File: config.mk
export PLATFORM = sky130hd
export DESIGN_NAME = mem_fill_controller
export DESIGN_NICKNAME = d
export VERILOG_FILES = /design/src/rtl/mem_fill_controller.sv
export SDC_FILE = /design/constraint.sdc
export NUM_CORES = 1
export LEC_CHECK = 0
export BUFFER_PORTS_ARGS = -buffer_cell sky130_fd_sc_hd__buf_2
export CAP_MARGIN = 20
export CORE_ASPECT_RATIO = 0.5
export CORE_UTILIZATION = 35
export CTS_BUF_LIST = sky130_fd_sc_hd__clkbuf_8
export DETAILED_ROUTE_END_ITERATION = 7
export PLACE_DENSITY_LB_ADDON = 0.3
export SYNTH_ARGS = -nofsm -noshare
export SYNTH_HDL_FRONTEND = slang
export SYNTH_SLANG_ARGS = --single-unit
File: constraint.sdc
create_clock -name clk -period 3.45 [get_ports clk]
set_clock_uncertainty 0.2 [all_clocks]
set_input_delay 0.1725 -clock clk [delete_from_list [all_inputs] [get_ports clk]]
set_output_delay 0.1725 -clock clk [all_outputs]
set_load 0.03 [all_outputs]
File: src/rtl/mem_fill_controller.sv
// Block-fill engine: issues one memory request per miss, gathers NUM_BEATS wrap-ordered
// beats into their absolute slots, and retries a silent memory a bounded number of times.
module mem_fill_controller #(
    parameter int ADDR_WIDTH     = 16,
    parameter int BEAT_WIDTH     = 40,
    parameter int NUM_BEATS      = 8,
    parameter int WORDS_P_BLOCK  = 16,
    parameter int TIMEOUT_CYCLES = 64,
    parameter int MAX_RETRIES    = 3,
    localparam int BLOCK_WIDTH   = BEAT_WIDTH * NUM_BEATS,
    localparam int BIW           = $clog2(NUM_BEATS),
    localparam int NWW           = $clog2(WORDS_P_BLOCK) + 1
) (
    input  logic                   clk,
    input  logic                   arst_n,
    input  logic                   i_halt,
    input  logic [ADDR_WIDTH-1:0]  i_block_addr,
    input  logic [BIW-1:0]         i_crit_beat,
    input  logic                   i_req_valid,
    output logic                   o_req_ready,
    output logic [ADDR_WIDTH-1:0]  o_mem_req_addr,
    output logic [BIW-1:0]         o_mem_req_beat,
    output logic                   o_mem_req_valid,
    input  logic                   i_mem_req_ready,
    input  logic [BEAT_WIDTH-1:0]  i_mem_data,
    input  logic                   i_mem_data_valid,
    output logic                   o_mem_ready,
    output logic [BLOCK_WIDTH-1:0] o_block_data,
    output logic [NUM_BEATS-1:0]   o_beat_valid,
    output logic                   o_crit_valid,
    output logic [NWW-1:0]         o_num_words_rcvd,
    output logic                   o_fill_done,
    output logic                   o_fill_error
);

    localparam int WPB = WORDS_P_BLOCK / NUM_BEATS;
    localparam int CW  = BIW + 1;
    localparam int TW  = $clog2(TIMEOUT_CYCLES) + 1;
    localparam int RW  = $clog2(MAX_RETRIES + 1) + 1;

    typedef enum logic [2:0] {S_IDLE, S_REQ, S_WAIT, S_RECV, S_DONE, S_ERR} state_t;

    state_t                state_q, state_d;
    logic [ADDR_WIDTH-1:0] addr_q;
    logic [BIW-1:0]        cbeat_q;
    logic [BIW-1:0]        ptr_q;
    logic [CW-1:0]         cnt_q;
    logic [TW-1:0]         tmr_q;
    logic [RW-1:0]         rty_q;
    logic [NUM_BEATS-1:0]  mask_q;
    logic [BEAT_WIDTH-1:0] slot_q [NUM_BEATS];
    logic                  crit_q;
    logic                  err_q;

    logic live, req_acc, mem_hs, beat_acc, timeout, can_retry;

    // Handshake outputs drop during halt and while reset is held.
    assign live            = arst_n & ~i_halt;
    assign o_req_ready     = live & (state_q == S_IDLE);
    assign o_mem_req_valid = live & (state_q == S_REQ);
    assign o_mem_req_addr  = (state_q == S_REQ) ? addr_q  : '0;
    assign o_mem_req_beat  = (state_q == S_REQ) ? cbeat_q : '0;
    assign o_mem_ready     = live & ((state_q == S_WAIT) | (state_q == S_RECV));
    assign o_fill_done     = arst_n & (state_q == S_DONE);
    assign o_fill_error    = err_q;
    assign o_crit_valid    = crit_q;
    assign o_beat_valid    = mask_q;
    assign o_num_words_rcvd = NWW'(cnt_q * WPB);

    assign req_acc   = o_req_ready & i_req_valid;
    assign mem_hs    = o_mem_req_valid & i_mem_req_ready;
    assign beat_acc  = o_mem_ready & i_mem_data_valid;
    assign timeout   = (tmr_q == TW'(TIMEOUT_CYCLES - 1));
    assign can_retry = (rty_q < RW'(MAX_RETRIES));

    always_comb begin
        state_d = state_q;
        case (state_q)
            S_IDLE: if (req_acc) state_d = S_REQ;
            S_REQ:  if (mem_hs)  state_d = S_WAIT;
            S_WAIT: begin
                // A beat in the expiry cycle takes priority over the retry.
                if (beat_acc)     state_d = S_RECV;
                else if (timeout) state_d = can_retry ? S_REQ : S_ERR;
            end
            S_RECV: if (beat_acc && cnt_q == CW'(NUM_BEATS - 1)) state_d = S_DONE;
            S_DONE: state_d = S_IDLE;
            S_ERR:  state_d = S_IDLE;
            default: state_d = S_IDLE;
        endcase
    end

    always_ff @(posedge clk) begin
        if (!arst_n) begin
            state_q <= S_IDLE;
            addr_q  <= '0;
            cbeat_q <= '0;
            ptr_q   <= '0;
            cnt_q   <= '0;
            tmr_q   <= '0;
            rty_q   <= '0;
            mask_q  <= '0;
            crit_q  <= 1'b0;
            err_q   <= 1'b0;
        end else if (!i_halt) begin
            state_q <= state_d;
            crit_q  <= (state_q == S_WAIT) && beat_acc;
            if (req_acc) begin
                addr_q  <= i_block_addr;
                cbeat_q <= i_crit_beat;
                ptr_q   <= i_crit_beat;
                cnt_q   <= '0;
                mask_q  <= '0;
                rty_q   <= '0;
                err_q   <= 1'b0;
            end
            if (mem_hs) tmr_q <= '0;
            if (state_q == S_WAIT) begin
                tmr_q <= tmr_q + TW'(1);
                if (!beat_acc && timeout && can_retry) rty_q <= rty_q + RW'(1);
            end
            if (beat_acc) begin
                mask_q[ptr_q] <= 1'b1;
                ptr_q         <= ptr_q + BIW'(1);
                cnt_q         <= cnt_q + CW'(1);
            end
            if (state_q == S_ERR) err_q <= 1'b1;
        end
    end

    // Slot g holds absolute beat g; wrap order only moves the write pointer.
    for (genvar g = 0; g < NUM_BEATS; g++) begin : g_slot
        always_ff @(posedge clk) begin
            if (!arst_n)
                slot_q[g] <= '0;
            else if (!i_halt && beat_acc && ptr_q == BIW'(g))
                slot_q[g] <= i_mem_data;
        end
        assign o_block_data[g*BEAT_WIDTH +: BEAT_WIDTH] = slot_q[g];
    end

endmodule

### After elaboration in Yosys (flattened, before gate mapping)

Memory sizes are Yosys's and may differ from the RTL's.
Index checks and enable logic that the tools add are counted.

* bits in writable memories: 320
* memories: 1
* output and inout bits: 358
* flip-flop bits (word level): 49

Memory list
* slot_q: depth 8, bits a word 40, rd ports 8, clocked after Yosys merged registers in 0, wr ports 8, RTL line 51 `logic [BEAT_WIDTH-1:0] slot_q [NUM_BEATS];`

* muxes and demuxes: 59
* equal/unequal tests: 18
* reduce and logical (&&, ||, !) cells: 26
* $add $sub $neg: 4
* bitwise operators: 19
* order comparisons: 3

Operator list (count)
* $mux W40: 8
* $mux W3: 12
* $mux W8: 4
* $mux W1: 28
* $eq A3 B3 Y1 const B: 6
* $mux W16: 1
* $logic_and A1 B1 Y1: 14
* $mux W7: 2
* $eq A3 B2 Y1 const B: 4
* $pmux W3 S4: 1
* $or A1 B1 Y1: 9
* $and A1 B1 Y1: 8
* $mux W4: 2
* $or A8 B8 Y8: 1
* $reduce_and A2 Y1: 4
* $add A7 B1 Y7 const B: 1
* $eq A7 B6 Y1 const B: 1
* $add A3 B1 Y3 const B: 2
* $eq A3 B1 Y1 const B: 2
* $logic_not A3 Y1: 2
* $reduce_bool A2 Y1: 3
* $reduce_and A5 Y1: 1
* $add A4 B1 Y4 const B: 1
* $eq A4 B3 Y1 const B: 1
* other kinds (9): 11

### Longest topological paths before layout

* depth after elaboration: 10
* depth in mapped cells: 7
* depth with buffers taken out: 6

### Least setup slack after synthesis

OpenSTA, ideal clock, no wires.

* path kind: flip-flop to flip-flop
* from: register state_q[2]
* to: memory slot_q[4][0] (netlist: slot_q[1][0]), enable pin
* cell stages (with the launch flop): 5
* data required time: 2846 ps
* buffers on the path: 0
* setup time: 404 ps
* arrival: 2086 ps
* path slack: 761 ps
* clock period less this slack: 2689 ps
* path through: dfxtp_1 > nand2b_1 > nor2_2 > and3_1 > nand2b_1

RTL lines
* start, declared: RTL line 43 `state_t state_q, state_d;`
* start signal, assigned: RTL line 106 `state_q <= state_d;`
* end, declared: RTL line 51

==> results <==
- The initial utilization of the core area, before any placement, comes to a little over a third.
- A synthesized cell averages about 14 um^2.
- After synthesis the cells add up to between 0.01 and 0.015 mm^2.
- At the later pin of the worst-skew pair, clock insertion delay measures 0.61 ns.
- The leakage power is 8.68 nW.
- The remaining design rule violation count is 0.
- In this run the power spent charging and discharging nets is between 2 and 2.5 mW.
- The met1 layer usage reported by global route is 24.3%.
- The length of the first detailed-routing pass in iterations is 4.
- Counting I/O delays and the setup requirement, the final critical path takes between 2 and 3 ns.
- The startpoint class of the critical path is a flip-flop.
- Pin placement for this block handled 423 I/O pins.
- The number of antenna violations at the first check in global routing is 0.
- The Yosys step of the flow raised 0 warnings.
- The number of hold violations in the final report is 0.
- The H-tree depth is 2.
- The power density over the cells is about 490 mW/mm^2.
- The violation count after the first detailed-route iteration is ~750.
- The worst hold-check path type is input pin to flip-flop.
- For this run, asynchronously set or reset flops after synthesis account for 0%.
- The number of vias after detailed routing is approximately 10000.
- The die covers 0.0415 mm^2.
- In this run the clock root is driven by a clkbuf_8.
- The met3 global-route usage is 3.33%.
- The relative slew slack is around 31%.
- The endpoint kind of the worst setup timing path is a flip-flop.
- The clock net sink count is about 370.
- For this run, the share of the core covered by cells in the final layout is between 40 and 50%.
- The number of nets handed over by synthesis was approximately 1100.
- The total overflow left after global routing is 0.
- The launch instance of the worst min-delay path is i_block_addr[3].
- After synthesis, the largest area contributor takes up roughly 68% of total cell area.
- Combinational cells account for a little under a tenth of the total power.
- The data required time at the worst endpoint is 3.70 ns.
- Compared with the post-synthesis result, the final layout area differs by 30.8%.
- The number of enable-type register cells in the synthesized netlist is 320.
- The first-pass GRT wire length is 62900 um.
- For this run, the leading register cell type out of synthesis is edfxtp_1.
- Setup violations remaining at the end of the flow were counted as 0.
- The internal portion of the total power is ~6.8 mW.
- The library cell with the largest summed area after synthesis is edfxtp_1.
- The number of distinct standard cells referenced by the synthesized netlist is 52.
- The net switching fraction of the power is a little over a quarter.
- The average vias per placed instance is slightly below 5.
- TritonCTS built the clock tree.
- The clock group share of total power is a little over a third.
- The final period utilization is ~79%.
- The die is approximately 290 um wide.
- The sequential share of the synthesized area is between 70% and 80%.
- The number of register bits inferred by synthesis is approximately 370.
- The final routed wire length divided by cell count is about 22 um.
- The final HPWL from detailed placement is approximately 30000 um.
- The number of slew-limit violations in the final report is 0.
- Global routing consumed, on the met2 layer, ~37% of the routing resources.
- The clock input transition at the sequential cells of the worst setup and hold paths is ~0.07 ns.
- The global placement routability congestion is 0.840.
- The global router's overall resource usage is between 20% and 30%.
- The site row count is 51.
- The number of buffers inserted during clock tree synthesis is between 50 and 60.
- The most used routing layer in global routing is met2.
- The net count of the finished layout is between 1500 and 2000.
- The via count of the first global-routing pass came to 9953.
- The count of input and output buffers is around 420.
- The worst setup path startpoint is state_q[1].
- The final layout contains routed wiring with a total length of between 40000 and 50000 um.
- The core area is a little under 0.04 mm^2.
- The reg-to-reg startpoint is state_q[1].
- VDD sags by at most 0.259 mV.
- The setup TNS is 0 ns.
- Static timing analysis puts the maximum clock frequency at ~370 MHz.
- Setup repair after global routing left no endpoint under its margin.
- For the pin with the worst max-slew slack, the measured transition is roughly 1.0 ns.
- Sorting the synthesized cells by area gives the leading types as edfxtp_1, and3_1, dfxtp_1, and2_1, nand2_1.
- The run finished with clean final reports.
- Synthesis produced around 990 cells.
- The largest net degree at the start of global routing is ~120.
- The type of the worst setup path is flip-flop to flip-flop.
- The clock passes through at most 3 buffers.
- The layout cell share with drive strength beyond 1 is 34.5%.
- The die span in y is 145 um.
- The max-capacitance violation count is 0.
- The buffers inserted during post-CTS setup optimization is 0.
- Once detail routing completed, the nets flagged for antenna violations numbered 0.
- The largest fanout on the critical path is 120.
- The data arrival at the endpoint of the critical path is approximately 3 ns.
- Per report_power, the sequential group accounts for a little over half of the total.
cells by family after synthesis:
kind of cell | synth area share, %
simple gates | 19.6
fa+ha+maj | 0.791
mux | 0.0703
compound gates | 2.40
other cells | 0.0263
flops | 74.4
buf+inv | 2.29
xor+xnor | 0.431
worst max-delay path, cell delays in order (launching register included):
cell and delay, ns:
dfxtp_1 0.58, nor2b_1 0.26, nand2_2 0.14, nor2_4 0.23
buf_4 0.79, and3_1 0.28
cell usage in the layout, fill, tap and decap left out, drive strengths merged, types with 2 or more instances in the layout:
cell and instances:
a32o 2, buf 448, nor2b 10, nand4 3, nand2 63, nand3 5
clkinv 19, nor2 25, dlygate4sd3 68, dfxtp 49, ha 9, and3 207
nand2b 7, a21boi 4, a221oi 2, a21oi 25, edfxtp 320, a22o 2
o21ai 4, xor2 6, and2 140, inv 28, nor3 6, a32oi 2
or2 2, clkbuf 56, a22oi 4
synthesized netlist by cell type (3+ instances only):
cell type	count
a21oi_1	25
dfxtp_1	49
edfxtp_1	320
buf_2	5
and3_1	207
nor2_1	23
ha_1	9
nor3_1	6
buf_6	4
xor2_1	6
nor2b_1	10
clkbuf_1	59
nand4_1	3
nand3_1	5
inv_1	4
nand2b_1	7
nand2_1	62
and2_1	140
a22oi_1	4
a21boi_0	4
timing repair:
action | CTS | global route
endpoints found under the hold margin | 363 | 0
endpoints found under the setup margin | 0 | 0
resized for setup | 0 | 0
hold buffers | 68 | 0
worst paths after layout:
path,end,slack (ns),cells after the start
setup / recovery,slot_q[0][32],0.72,5
hold / removal,addr_q[3],0.15,4
setup reg to reg,slot_q[0][32],0.72,5
hold reg to reg,addr_q[10],0.25,2
flip-flops by register name, summed over array words and instances (netlist names):
| signal | count |
|---|---|
| tmr_q | 7 |
| cbeat_q | 3 |
| ptr_q | 3 |
| o_crit_valid | 1 |
| cnt_q | 4 |
| o_beat_valid | 8 |
| slot_q | 320 |
| state_q | 3 |
| addr_q | 16 |
| rty_q | 3 |
| o_fill_error | 1 |
power groups by stage:
stage / clock (mW) / sequential (mW) / combinational, mW
after global routing: 3.55 / 5.03 / 0.861
after CTS: 3.37 / 5.02 / 0.830
after floorplan: 0 / 5.40 / 0.152
after global placement: 0 / 5.11 / 0.761
after detailed placement: 0 / 5.12 / 0.770
final: 3.30 / 5.02 / 0.828
through the flow:
stage               hold slack (ns)  cells  total power, mW  cell area [um^2]  setup slack [ns]
finish                        0.148   2068             9.15             18600             0.717
global route                  0.137   2067             9.45             18600             0.563
CTS                           0.120   2067             9.22             18600             0.814
detailed placement            0.227   1898             5.89             16900             0.832
global placement              0.218   1898             5.87             16900             0.927
floorplan                     0.104    991             5.55             14200             0.761
layout make-up:
type	count	area [um^2]
tap	530	663
inverter	4	15.0
fill	3570	20900
clock inverter	45	215
antenna	1	2.50
timing repair buffer	516	3000
clock buffer	56	771
multi-input combinational	547	3350
sequential	369	10600
routing by layer:
metal	vias up	share of wire, %
met3	112	4.2
met2	312	52
met4	0	4.6
met5	-	0
li1	4599	-
met1	5125	39
(Power assumes the default switching activity.)
